$ cat src/rtl/gate_tt_pkg.sv
// Shared types and truth tables for the two-input gate truth-table exerciser.
// Tables are indexed by {a,b}: bit 0 = a0b0 ... bit 3 = a1b1.
package gate_tt_pkg;

  localparam int unsigned CNT_W = 4;
  localparam int unsigned IDX_W = 2;
  localparam int unsigned VEC_N = 4;

  typedef enum logic [2:0] {
    ST_IDLE,
    ST_DRIVE,
    ST_SETTLE,
    ST_SAMPLE,
    ST_DONE
  } tt_state_t;

  localparam logic [VEC_N-1:0] TT_AND  = 4'b1000;
  localparam logic [VEC_N-1:0] TT_OR   = 4'b1110;
  localparam logic [VEC_N-1:0] TT_NAND = 4'b0111;
  localparam logic [VEC_N-1:0] TT_NOR  = 4'b0001;
  localparam logic [VEC_N-1:0] TT_XOR  = 4'b0110;
  localparam logic [VEC_N-1:0] TT_XNOR = 4'b1001;

  // True when the observed gate output disagrees with the table entry for idx.
  function automatic logic tt_miss(input logic [VEC_N-1:0] tt,
                                   input logic [IDX_W-1:0] idx,
                                   input logic             out);
    return out != tt[idx];
  endfunction

endpackage

$ cat src/rtl/settle_timer.sv
// Loadable down-counter that flags when the settle interval has elapsed.
// zero is registered alongside the count so consumers see a flop output.
module settle_timer
  import gate_tt_pkg::*;
(
  input  logic             clk,
  input  logic             rst,
  input  logic             load,
  input  logic [CNT_W-1:0] load_val,
  output logic             zero
);

  logic [CNT_W-1:0] cnt;

  always_ff @(posedge clk or posedge rst) begin
    if (rst) begin
      cnt  <= '0;
      zero <= 1'b1;
    end else if (load) begin
      cnt  <= load_val;
      zero <= (load_val == '0);
    end else if (!zero) begin
      cnt  <= cnt - CNT_W'(1);
      zero <= (cnt == CNT_W'(1));
    end
  end

endmodule

$ cat config.mk
export PLATFORM = sky130hd
export DESIGN_NAME = settle_timer
export DESIGN_NICKNAME = d
export VERILOG_FILES = /design/src/rtl/gate_tt_pkg.sv /design/src/rtl/settle_timer.sv
export SDC_FILE = /design/constraint.sdc
export NUM_CORES = 1
export LEC_CHECK = 0
export CAP_MARGIN = 20
export CORE_AREA = 3 3 40 42
export CTS_CLUSTER_DIAMETER = 50
export DETAILED_ROUTE_END_ITERATION = 6
export DIE_AREA = 0 0 43 45
export PLACE_DENSITY = 0.52
export SLEW_MARGIN = 25
export SYNTH_ARGS = -nofsm -noshare
export SYNTH_HDL_FRONTEND = slang
export SYNTH_SLANG_ARGS = --single-unit
export TNS_END_PERCENT = 1
$ cat constraint.sdc
create_clock -name clk -period 1.2 [get_ports clk]
set_input_delay 0.24 -clock clk [delete_from_list [all_inputs] [get_ports clk]]
set_output_delay 0.24 -clock clk [all_outputs]
set_load 0.005 [all_outputs]
# ---- Word-level counts from Yosys, hierarchy flattened
# Index checks and enable logic that the tools add are counted.
dict set report totals {
  in_bits 7
  register_bits 5
  output_inout_bits 1
  elab_cells 10
}
dict set report op_classes {
  n_mux 4
  add_sub_neg 1
  reduce_logical 1
  eq_ne 2
}
# cell count
set ops {}
lappend ops {{two-way mux 4 bit} 2}
lappend ops {{equality test 4 x 1 -> 1 bit, second input constant} 1}
lappend ops {{logical NOT 4 bit} 1}
lappend ops {{subtractor 4 x 1 -> 4 bit, second input constant} 1}
lappend ops {{two-way mux 1 bit} 2}
lappend ops {{inequality test 2 bit, second input constant} 1}

# ---- Longest topological paths before layout
dict set report logic_depth {
  word_depth 3
  ltp_mapped 5
  depth_no_buf 5
}

# ---- Worst setup path after synthesis
# Ideal clock, no wire load.
dict set report synth_path {
  path_type {register to register}
  startpoint {register cnt[0]}
  endpoint {register cnt[1]}
  required_ns 1.117
  path_stages_with_launch 5
  period_less_slack_ns 1.155
  n_path_buf 0
  arrival_ns 1.072
  setup_ns 0.083
  setup_slack_ns 0.045
  cell_sequence {dfrtp_1 -> inv_1 -> ha_1 -> mux2_2 -> o21ai_0}
}
dict set report synth_via {
  elab_chain_len 3
}
# item line_no
set synth_rtl {}
lappend synth_rtl {{from (decl)} settle_timer.sv:13} ;# logic [CNT_W-1:0] cnt;
lappend synth_rtl {{from (signal assigned)} settle_timer.sv:20} ;# cnt <= load_val;
lappend synth_rtl {{from (signal assigned)} settle_timer.sv:23} ;# cnt <= cnt - CNT_W'(1);
lappend synth_rtl {{subtractor 4 x 1 -> 4 bit} settle_timer.sv:23}
lappend synth_rtl {{two-way mux 4 bit} settle_timer.sv:22} ;# end else if (!zero) begin
lappend synth_rtl {{two-way mux 4 bit} settle_timer.sv:19} ;# end else if (load) begin
# No other way between the ends. The select of a mux whose other input is x is not followed.
# A chain may end at the register's enable or synchronous reset.

# ---- Worst setup path after layout
dict set report layout_path {
  startpoint {register zero}
  endpoint {register cnt[3]}
}
dict set report layout_via {
  elab_chain_len 1
}
# item line_no
set layout_rtl {}
lappend layout_rtl {{from (decl)} settle_timer.sv:10} ;# output logic zero
lappend layout_rtl {{from (signal assigned)} settle_timer.sv:21} ;# zero <= (load_val == '0);
lappend layout_rtl {{from (signal assigned)} settle_timer.sv:24} ;# zero <= (cnt == CNT_W'(1));
lappend layout_rtl {{inequality test 2 bit (no line)} -}
# No other way between the ends.

==> results.md <==
* Reg clk slew, reported paths at 0.04 ns
* Post-synthesis sequential area ratio at 44.5%
* Total core area at 1280 um2
* DRC at 0
* Hold Vio Cnt, Final at 0
* Final setup vio count at 1
* Overflow after GRT at 0
* Yosys warns at 0
* Port buffer count at 7
* Die height at 45 um
* Clock Path Buffers at 2
* Vias in the first global route at 286
* Post-synth EDFFs at 0
* Nets@finish at 54
* Final antenna-violating net count at 0
* Worst setup SP type: flip-flop
* N_diodes at 0
* Die X at 43 um
* Synth Flop Type: dfrtp_1
* Synthesized cell area at 284 um2
* Worst path cell trace: buf_6 -> nor4_4 -> xor2_1 -> mux2_2
* Worst Path Max Fanout at 5
* CTS Hold Bufs at 0
* Drt total wl at 601 um
* Status: finished with violations
* Row Count at 13
* # IOs at 8
* Post-layout min period at 1.23 ns
* CTS tree: built
* Drt pass-1 iters at 4
* Initial antenna violation count at 0
* Yosys cell types at 15
* Rel. slew slack at 84.9%
* H-tree depth at 1
* Root Buffer: clkbuf_4
* Syn Inst Count at 29
* FFs w/ async S/R, synth at 100%
* Via total after detailed routing at 245
* HPWL Detailed at 480 um
* First-pass GRT wire length at 1090 um
* Area delta synth->final at 55.5%
* Slowest-stage cell, CP: dfstp_2
* Number of CTS-inserted buffers at 3
* Worst-margin pin slew at 0.225 ns
* Via density at 4.15
* RSZ-0062 raised after global routing: yes
* GR Util All Layers at 8.27%
* Commonest non-fill, non-tap cell in the layout: clkdlybuf4s50_1
* Hold Crit Class: primary input to async pin
* Peak supply drop at 426 uV
* Synthesized Nets at 38
* RD Place Congestion at 0.745
* Initial core utilization at 22.1%
* Total power at 0.656 mW
* 1st-iter DRT viols at 1
* Max frequency at 812 MHz
* Syn_area_per_cell at 9.79 um2
* CP Data Required Time at 1.32 ns
* Tcrit/Tclk final at 103%
* Slew Limit Fails at 0
* Finished Layout Cells at 59
* Crit Path Category: flip-flop to flip-flop
* Clk_skew at 0.00189 ns
* Static leakage at 0.199 nW
* Layout Utilization at 34.4%
* Sink Count at 5
* Slowest stage delay, CP at 0.36 ns
* Hold WS at 0.194 ns
* Layout cells sized above 1 at 31.8%
* Pin count of the biggest net entering global routing at 9
* MaxCap Viol Count at 0
* Clock Latency Late Sink at 0.24 ns
* Most frequent cells in the layout: clkdlybuf4s50_1 (6), nand2_1 (4), buf_4 (4)
* Yosys reg bits at 5
* Die area at 1940 um2
* Crit end category: flip-flop
* WL/cell at 10.2 um
* Power per cell area at 1480 nW/um2
* DP Cell Count at 54
* Final worst setup slack at -0.0310 ns
* Failing checks: setup timing
* Worst EP arrival at 1.36 ns
per-stage QoR:
step,TNS [ns],instance area [um2],worst slack (ns)
6_report,-0.0310,442,-0.0310
5_1_grt,-0.209,442,-0.0885
4_1_cts,-0.0162,432,-0.0162
3_5_place_dp,-0.0984,399,-0.0395
2_1_floorplan,0,284,0.0453
3_3_place_gp,-0.0524,399,-0.0379
report_power, final:
part	switching, mW	total (mW)	internal (mW)
combinational	0.0862	0.214	0.128
sequential	0.0371	0.247	0.210
clock	0.0683	0.194	0.126
area by class of cell:
type | instances | area (um2)
well taps | 15 | 18.8
fillers | 134 | 843
flip-flops and latches | 5 | 128
multi-input cells | 20 | 151
repair buffers | 12 | 106
inverters | 3 | 11.3
clock buffers | 4 | 26.3
synth_stat cells, types with 2 or more instances:
cell type  count  area [um2]
dfrtp_1        4         100
ha_1           2        25.0
inv_1          3        11.3
mux2_2         2        22.5
nand2_1        4        15.0
o21ai_0        4        20.0
xor2_1         2        17.5
per-layer routing:
metal	vias up	wire, um	track usage (%)
met5	-	0	0
li1	125	-	-
met2	9	314	13.2
met4	0	8	9.04
met1	109	241	8.03
met3	2	36	2.79
cell families (layout without fill, tap and decap cells):
family	count (synthesis)	in the layout	share of synthesized area, %
AOI/OAI and AO/OA	5	5	8.81
buffers and inverters	4	19	5.28
xor gates and xnor gates	3	3	9.25
DFF	5	5	44.5
and+or+nand+nor	8	8	15.4
muxes	2	2	7.93
adders and majority gates	2	2	8.81
path summary, 6_finish.rpt:
check	from	endpoint	slack (ns)	cells past startpoint
min in group clk	load_val[1]	cnt[1]	0.59	3
setup reg to reg	zero	cnt[3]	-0.03	4
hold reg to reg	cnt[3]	zero	0.65	3
max in group asynchronous	rst	zero	0.77	2
setup / recovery	zero	cnt[3]	-0.03	4
hold / removal	rst	cnt[1]	0.19	2
worst max-delay path: cells and delay by family, from the launching register on:
kind | cells | cell delay [ns]
flip-flops | 1 | 0.36
AND/OR/NAND/NOR | 1 | 0.27
multiplexers | 1 | 0.26
buffers and inverters | 1 | 0.12
XOR/XNOR | 1 | 0.10
timing repair:
item / in CTS / in global routing
gates resized for setup: 6 / 2
cloned: 0 / 0
setup buffers: 1 / 0
pin swaps: 0 / 2
endpoints found under the setup margin: 3 / 3
hold endpoints to repair: 0 / 0
flip-flops by register name (all words and copies together), names as in the netlist:
name,cells
zero,1
cnt,4
No activity file was read; power rests on OpenSTA's default activity.
